File: src/rtl/trash_prog_loader.sv
// Host byte-stream to 16-bit instruction-bus packer for the trash core.
// Emits PROG_DEPTH program words (mode bit 0), then unbounded execution words (mode bit 1).
module trash_prog_loader #(
  parameter int unsigned PROG_DEPTH = 8,
  parameter int unsigned CNT_W      = 3
) (
  input  logic             clk,
  input  logic             reset,
  input  logic             start_i,
  input  logic [7:0]       host_data_i,
  input  logic             host_valid_i,
  output logic             host_ready_o,
  output logic [15:0]      bus_word_o,
  output logic             bus_valid_o,
  output logic             loading_o,
  output logic             done_o,
  output logic [CNT_W-1:0] word_cnt_o
);

  localparam logic [2:0] IDLE     = 3'd0;
  localparam logic [2:0] LD_LO    = 3'd1;
  localparam logic [2:0] LD_HI    = 3'd2;
  localparam logic [2:0] LD_EMIT  = 3'd3;
  localparam logic [2:0] RUN_LO   = 3'd4;
  localparam logic [2:0] RUN_HI   = 3'd5;
  localparam logic [2:0] RUN_EMIT = 3'd6;

  localparam logic [15:0]      NOOP_WORD = 16'h0001;
  localparam logic [CNT_W-1:0] LAST_CNT  = CNT_W'(PROG_DEPTH - 1);

  logic [2:0]       state_q, state_d;
  logic [6:0]       lo_q, lo_d;
  logic [15:0]      bus_word_q, bus_word_d;
  logic             bus_valid_q, bus_valid_d;
  logic             loading_q, loading_d;
  logic             done_q, done_d;
  logic [CNT_W-1:0] word_cnt_q, word_cnt_d;
  logic             ready_state;
  logic             hs;

  // Ready is a pure state decode, masked while a restart is requested so no byte is taken.
  assign ready_state  = (state_q == LD_LO) || (state_q == LD_HI) ||
                        (state_q == RUN_LO) || (state_q == RUN_HI);
  assign host_ready_o = ready_state && !start_i;
  assign hs           = host_valid_i && host_ready_o;

  assign bus_word_o  = bus_word_q;
  assign bus_valid_o = bus_valid_q;
  assign loading_o   = loading_q;
  assign done_o      = done_q;
  assign word_cnt_o  = word_cnt_q;

  // Next-state and output decode.
  always_comb begin
    state_d     = state_q;
    lo_d        = lo_q;
    bus_word_d  = NOOP_WORD;
    bus_valid_d = 1'b0;
    loading_d   = loading_q;
    done_d      = done_q;
    word_cnt_d  = word_cnt_q;

    if (start_i) begin
      state_d    = LD_LO;
      lo_d       = 7'd0;
      loading_d  = 1'b1;
      done_d     = 1'b0;
      word_cnt_d = '0;
    end else begin
      case (state_q)
        IDLE: ;
        LD_LO, RUN_LO: begin
          if (hs) begin
            lo_d    = host_data_i[7:1];
            state_d = (state_q == LD_LO) ? LD_HI : RUN_HI;
          end
        end
        LD_HI: begin
          if (hs) begin
            bus_word_d  = {host_data_i, lo_q, 1'b0};
            bus_valid_d = 1'b1;
            state_d     = LD_EMIT;
          end
        end
        RUN_HI: begin
          if (hs) begin
            bus_word_d  = {host_data_i, lo_q, 1'b1};
            bus_valid_d = 1'b1;
            state_d     = RUN_EMIT;
          end
        end
        LD_EMIT: begin
          if (word_cnt_q == LAST_CNT) begin
            word_cnt_d = '0;
            loading_d  = 1'b0;
            done_d     = 1'b1;
            state_d    = RUN_LO;
          end else begin
            word_cnt_d = word_cnt_q + CNT_W'(1);
            state_d    = LD_LO;
          end
        end
        RUN_EMIT: state_d = RUN_LO;
        default:  state_d = IDLE;
      endcase
    end
  end

  always_ff @(posedge clk) begin
    if (reset) begin
      state_q     <= IDLE;
      lo_q        <= 7'd0;
      bus_word_q  <= NOOP_WORD;
      bus_valid_q <= 1'b0;
      loading_q   <= 1'b0;
      done_q      <= 1'b0;
      word_cnt_q  <= '0;
    end else begin
      state_q     <= state_d;
      lo_q        <= lo_d;
      bus_word_q  <= bus_word_d;
      bus_valid_q <= bus_valid_d;
      loading_q   <= loading_d;
      done_q      <= done_d;
      word_cnt_q  <= word_cnt_d;
    end
  end

endmodule

File: config.mk
export PLATFORM = sky130hd
export DESIGN_NAME = trash_prog_loader
export DESIGN_NICKNAME = d
export VERILOG_FILES = /design/src/rtl/trash_prog_loader.sv
export SDC_FILE = /design/constraint.sdc
export NUM_CORES = 1
export LEC_CHECK = 0
export CORE_MARGIN = 2
export CORE_UTILIZATION = 45
export DETAILED_ROUTE_END_ITERATION = 16
export PLACE_DENSITY = 0.87
export SLEW_MARGIN = 20
export SYNTH_ARGS = -nofsm -noshare
export SYNTH_HDL_FRONTEND = slang
export SYNTH_SLANG_ARGS = --single-unit
File: constraint.sdc
create_clock -name clk -period 1.75 [get_ports clk]
set_input_delay 0.4375 -clock clk [delete_from_list [all_inputs] [get_ports clk]]
set_output_delay 0.4375 -clock clk [all_outputs]
set_load 0.01 [all_outputs]
==> run metrics, run 1 <==
result of the run=finished, violations left; violated checks=negative setup slack; number of global-route vias before repair=887; critical setup path kind=reg -> out; nets=178; pre-CTS setup slack=-275 ps; max-slew violation count=0; Residual DRC=0; Setup crit start kind=flip-flop; aggregate negative setup slack=-46.0 ps; post-CTS clock slew at the launch and capture registers of the worst setup and hold paths=90 ps; Worst Setup End Kind=primary output; final global-route overflow total=0; Data required, critical path=1310 ps; most common library cell in the layout ignoring fill and taps=sky130_fd_sc_hd__clkdlybuf4s50_1; yosys synthesis warning count=0; routed length per placed instance=12.5 um; H-tree level count=2; gate family responsible for the most delay along the worst path=simple AND/OR/NAND/NOR gates; Routed Wire Length=2.43 mm; TritonCTS clock tree=built; area taken by multi-input logic gates=464 sq um; Filler Cell Count=212; filler-free cell count of the finished design=194; final cycle utilization of the critical path=1.03; worst hold path class=reg -> reg; flops & latches, synth=32; number of buffer and inverter instances along the worst setup path=1; Leakage Power=0.680 nW; overall die area=2990 sq um; VDD IR max=751 uV; count of max-cap constraint violations=0; cell count after placement=186; post-synthesis share of cell area spent on xor and xnor gates=0.0228; die boundary width=54.7 um; Synth cell types=26; via count=962; first-pass iteration count of the detailed router=4; count of final hold-check violations=0; initial detailed-routing violation count=15; maximum number of pins on one net before global-route repair=17; Post-Synthesis Cells=115; total nets after synthesis=129; top library cells by usage in the layout, fill and taps aside=32 x sky130_fd_sc_hd__clkdlybuf4s50_1, 29 x sky130_fd_sc_hd__dfxtp_1, 15 x sky130_fd_sc_hd__and2_1; Final Setup Violations=1; power per unit of standard cell area=771 nW/um^2; post-route worst setup slack=-46.0 ps; starting density of the core=0.470; part of the Yosys area used for sequential elements=0.555; maximum cell stage delay along the critical path=400 ps; antenna diode instance count=0; P&R area growth vs syn=45.3%; CTS max path bufs=2; critical-path cell list=or3b_4 > a21oi_2 > buf_2; buffers added on ports=34; Overall Global Routing Usage=0.186; Synth Area in Simple Gates=0.219; placer's final routability congestion estimate=0.854; summed instance area of the synthesized netlist=1150 sq um; area of all placed cells without fillers=1680 sq um; Worst Tran Pin Value=503 ps; root cell of the clock tree=sky130_fd_sc_hd__clkbuf_4; arrival time at the worst endpoint=1360 ps; Sequential cell area=644 sq um; initial antenna violation count=0; Fin Clk Skew=7.76 ps; Clock Latency Late Sink=330 ps; slew margin rel.=0.663; portion of netlist area occupied by mux cells=0.0173; layout cells sized above 1=0.189; number of clock sinks=32; floorplan die height=54.7 um; standard cell with the maximum stage delay on the critical path=sky130_fd_sc_hd__or3b_4; global-route wire length before repair=3.80 mm; compound-cell area share of the yosys netlist=0.118; Cell Area, Placed=1600 sq um; mean number of vias per cell=4.96; unrepaired setup endpoints after global routing=yes; Final min period=1800 ps; Floorplan Core Area=2450 sq um; mean post-synth cell area=10.0 sq um; Detail Placement HPWL=1.82 mm; number of placement rows=18; ports placed on the boundary=35; adder and majority cell fraction of the synthesized area=0.0217; largest family of logic cells by synthesized area=simple AND/OR/NAND/NOR gates; TritonCTS buffer count=5; critical path peak fanout=4; Detail Route Antenna Nets=0; top achievable clock speed=0.557 GHz
## synth_stat cells
master	count	area (sq um)
sky130_fd_sc_hd__inv_1	3	11.3
sky130_fd_sc_hd__a31oi_1	1	6.26
sky130_fd_sc_hd__buf_6	2	22.5
sky130_fd_sc_hd__nand2_1	3	11.3
sky130_fd_sc_hd__xnor2_1	1	8.76
sky130_fd_sc_hd__buf_2	1	5.00
sky130_fd_sc_hd__or2_2	2	12.5
sky130_fd_sc_hd__a211oi_4	1	20.0
sky130_fd_sc_hd__clkbuf_1	2	7.51
sky130_fd_sc_hd__mux2i_1	2	20.0
sky130_fd_sc_hd__buf_4	1	7.51
sky130_fd_sc_hd__nor2_1	6	22.5
sky130_fd_sc_hd__ha_1	2	25.0
sky130_fd_sc_hd__nor3b_1	2	15.0
sky130_fd_sc_hd__nand3b_1	2	15.0
sky130_fd_sc_hd__o21ai_0	8	40.0
sky130_fd_sc_hd__or3b_2	1	8.76
sky130_fd_sc_hd__or3b_4	1	11.3
sky130_fd_sc_hd__nand3_1	7	35.0
sky130_fd_sc_hd__a21oi_1	14	70.1
sky130_fd_sc_hd__xor2_1	2	17.5
sky130_fd_sc_hd__dfxtp_1	32	641
sky130_fd_sc_hd__nand4b_1	1	8.76
sky130_fd_sc_hd__and2_1	15	93.8
sky130_fd_sc_hd__nand4_1	1	6.26
sky130_fd_sc_hd__or3_1	2	12.5
## sequential cells by signal (all words and copies together), names as in the netlist
signal       count
bus_word_o      16
state_q          3
lo_q             7
word_cnt_o       3
bus_valid_o      1
loading_o        1
done_o           1
## report_power, final
part / internal (mW) / total (mW) / switching, mW
Combinational: 0.0552 / 0.103 / 0.0475
Clock: 0.227 / 0.454 / 0.226
Sequential: 0.734 / 0.738 / 0.00389
Total: 1.02 / 1.29 / 0.278
## per-stage QoR
stage	util	power [mW]	hold WS, ps
after floorplan	-	0.796	423
after global placement	0.652	0.852	432
after detailed placement	0.652	0.856	440
after CTS	0.682	1.31	461
after global routing	0.683	1.34	478
final	0.683	1.29	455
## final cells by class
type | instances | area share
clock buffer | 7 | 0.0388
inverter | 3 | 0.00671
multi-input combinational | 74 | 0.277
sequential | 32 | 0.384
tap | 30 | 0.0224
timing repair buffer | 48 | 0.271
## worst paths after layout
check	startpoint	endpoint	slack (ps)	depth (start not counted)
worst min-delay path	lo_q[0]	bus_word_o[1]	460	1
worst max register to register	state_q[1]	lo_q[4]	230	5
worst max-delay path	state_q[1]	host_ready_o	-50	3
worst min register to register	lo_q[0]	bus_word_o[1]	460	1
## what timing repair did
item	4_1_cts	5_1_grt
resized for setup	8	1
cloned	0	0
hold buffers	0	0
endpoints found under the setup margin	1	2
buffers inserted	1	0
## cells by family after synthesis
| logic type | Yosys count |
|---|---|
| AO/OA/AOI/OAI | 24 |
| XOR/XNOR | 3 |
| adder cells (fa/ha/maj) | 2 |
| buffers and inverters | 9 |
| flip-flops | 32 |
| multiplexers | 2 |
| AND/OR/NAND/NOR | 43 |
## routing by layer
| layer | track usage | share of wire | vias up |
|---|---|---|---|
| met2 | 0.331 | 0.53 | 31 |
| met4 | 0.100 | 0.018 | 0 |
| met1 | 0.180 | 0.38 | 444 |
| met5 | 0 | 0 | - |
| li1 | - | - | 481 |
| met3 | 0.0792 | 0.067 | 6 |
Power figures use the tool's default switching activity.
==> run 2: changes to the inputs <==
--- a/config.mk
+++ b/config.mk
@@ -6,10 +6,10 @@
 export NUM_CORES = 1
 export LEC_CHECK = 0
 export CORE_MARGIN = 2
-export CORE_UTILIZATION = 45
+export CORE_UTILIZATION = 59
 export DETAILED_ROUTE_END_ITERATION = 16
-export PLACE_DENSITY = 0.87
-export SLEW_MARGIN = 20
+export DONT_BUFFER_PORTS = 1
+export PLACE_DENSITY = 0.85
 export SYNTH_ARGS = -nofsm -noshare
 export SYNTH_HDL_FRONTEND = slang
 export SYNTH_SLANG_ARGS = --single-unit
==> run metrics, run 2 (synthesis gave the netlist of run 1 again) <==
final global-route overflow total=0 (unchanged); TritonCTS buffer count=5 (unchanged); count of final hold-check violations=0 (unchanged); max reg flops=16 (unchanged); Setup crit start kind=flip-flop; routed length per placed instance=14.0 um (+12%); Final Setup Violations=0 (-1); maximum number of pins on one net before global-route repair=17 (unchanged); standard cell with the maximum stage delay on the critical path=sky130_fd_sc_hd__or3b_4; gate family responsible for the most delay along the worst path=simple AND/OR/NAND/NOR gates; Detail Route Antenna Nets=0 (unchanged); TritonCTS clock tree=built; maximum cell stage delay along the critical path=410 ps (about the same); post-CTS clock slew at the launch and capture registers of the worst setup and hold paths=90 ps (about the same); worst hold start=reset; Leakage Power=0.500 nW (-27%); buffers added on ports=0 (-100%); Routed Wire Length=2.10 mm (-14%); Filler Cell Count=155 (-27%); Clock Latency Late Sink=320 ps (about the same); total of hold buffers inserted after clock tree synthesis=0 (unchanged); initial antenna violation count=0 (unchanged); first-pass iteration count of the detailed router=4 (unchanged); Detail Placement HPWL=1.45 mm (-20%); Overall Global Routing Usage=0.216 (+0.0293); antenna diode instance count=0 (unchanged); Worst Tran Pin Value=519 ps (+15.8 ps); H-tree level count=2 (unchanged); top achievable clock speed=0.589 GHz (+5.8%); overall die area=2330 sq um (-22%); GR met2 Demand/Resource=0.384 (+0.0529); Fin Clk Skew=6.30 ps (-1.46 ps); unrepaired setup endpoints after global routing=no; area of all placed cells without fillers=1280 sq um (-23%); top library cells by usage in the layout, fill and taps aside=29 x sky130_fd_sc_hd__dfxtp_1, 15 x sky130_fd_sc_hd__and2_1, 13 x sky130_fd_sc_hd__a21oi_1; final cycle utilization of the critical path=0.970 (-0.0567); Data required, critical path=1310 ps (about the same); via count=845 (-12%); most common library cell in the layout ignoring fill and taps=sky130_fd_sc_hd__dfxtp_1; slew margin rel.=0.652 (-0.0119); ports placed on the boundary=35 (unchanged); Floorplan Core Area=1900 sq um (-23%); worst-case reg-to-reg path depth=4 (-1); worst hold path class=in -> reg; die boundary width=48.2 um (-12%); Worst Setup End Kind=primary output; GR Layer Usage met3=0.130 (+0.0504); number of global-route vias before repair=787 (-11%); R2R Setup Slk=130 ps (-100 ps); CTS max path bufs=2 (unchanged); Cell Area, Placed=1170 sq um (-27%); area taken by multi-input logic gates=472 sq um (+1.6%); Final min period=1700 ps (-99.1 ps); number of placement rows=16 (-2); initial detailed-routing violation count=22 (+7); nets=137 (-23%); mean number of vias per cell=5.63 (+14%); Sequential cell area=649 sq um (+0.78%); post-route worst setup slack=53.2 ps (+99.1 ps); Hold Crit Depth=1 (unchanged); count of max-cap constraint violations=0 (unchanged); startpoint of the worst-slack reg-to-reg timing path=state_q[2]; Residual DRC=0 (unchanged); placer's final routability congestion estimate=0.708 (-17%); power per unit of standard cell area=976 nW/um^2 (+26%); critical setup path kind=reg -> out; VDD IR max=618 uV (-18%); critical register-to-register path endpoint=bus_word_o[1]; pre-CTS setup slack=151 ps (+425 ps); max-slew violation count=0 (unchanged); floorplan die height=48.2 um (-12%); number of buffer and inverter instances along the worst setup path=0 (-1); result of the run=completed; P&R area growth vs syn=11.2%; starting density of the core=0.607 (+0.137); endpoint of the worst hold path=state_q[0]; aggregate negative setup slack=0 ps (+46.0 ps); critical-path cell list=or3b_4 > a21oi_4; number of clock sinks=32 (unchanged); arrival time at the worst endpoint=1260 ps (-100 ps); global-route wire length before repair=3.33 mm (-12%); critical path peak fanout=3 (-1); met1 capacity usage during global routing=0.213 (+0.0333); most congested layer reported by global routing=met2; root cell of the clock tree=sky130_fd_sc_hd__clkbuf_4; layout cells sized above 1=0.187 (-0.00203)
## run 2: where the power goes
group	switching (mW)	internal (mW)
clock network	0.229	0.228
registers	0.00550	0.732
logic	0.0342	0.0242
total	0.269	0.984
## run 2: area by class of cell
cell class | instances | area share
clock buffers | 7 | 0.0507
inverters | 3 | 0.00877
multi-input cells | 74 | 0.367
flip-flops and latches | 32 | 0.506
well taps | 27 | 0.0263
repair buffers | 7 | 0.0409
## run 2: how the worst max path moves through the flow
| stage | from | end | slack (ps) | depth (start not counted) |
|---|---|---|---|---|
| floorplan | state_q[0] | host_ready_o | 260 | 3 |
| global placement | state_q[2] | host_ready_o | 180 | 3 |
| detailed placement | state_q[0] | host_ready_o | 150 | 3 |
| CTS | state_q[2] | host_ready_o | 20 | 2 |
| global route | state_q[2] | bus_word_o[8] | 7 | 4 |
| finish | state_q[2] | host_ready_o | 50 | 2 |
## run 2: routing by layer
layer / vias to the layer above / share of wire / routed length (um)
li1: 400 / - / -
met1: 408 / 0.39 / 817
met2: 35 / 0.51 / 1070
met3: 2 / 0.092 / 194
met4: 0 / 0.010 / 21
met5: - / 0 / 0
## run 2: what timing repair did
action                                  CTS  global route
endpoints found under the setup margin    1             1
setup buffers                             4             0
gates resized for setup                   7             0
pin swaps                                 2             1
## run 2: through the flow
| stage | power (mW) | hold WS (ps) | cells | util |
|---|---|---|---|---|
| after detailed placement | 0.806 | 421 | 139 | 0.614 |
| final | 1.25 | 170 | 150 | 0.675 |
| after global routing | 1.30 | 140 | 150 | 0.675 |
| after CTS | 1.26 | 151 | 150 | 0.675 |
| after floorplan | 0.796 | 423 | 115 | - |
| after global placement | 0.803 | 417 | 139 | 0.614 |
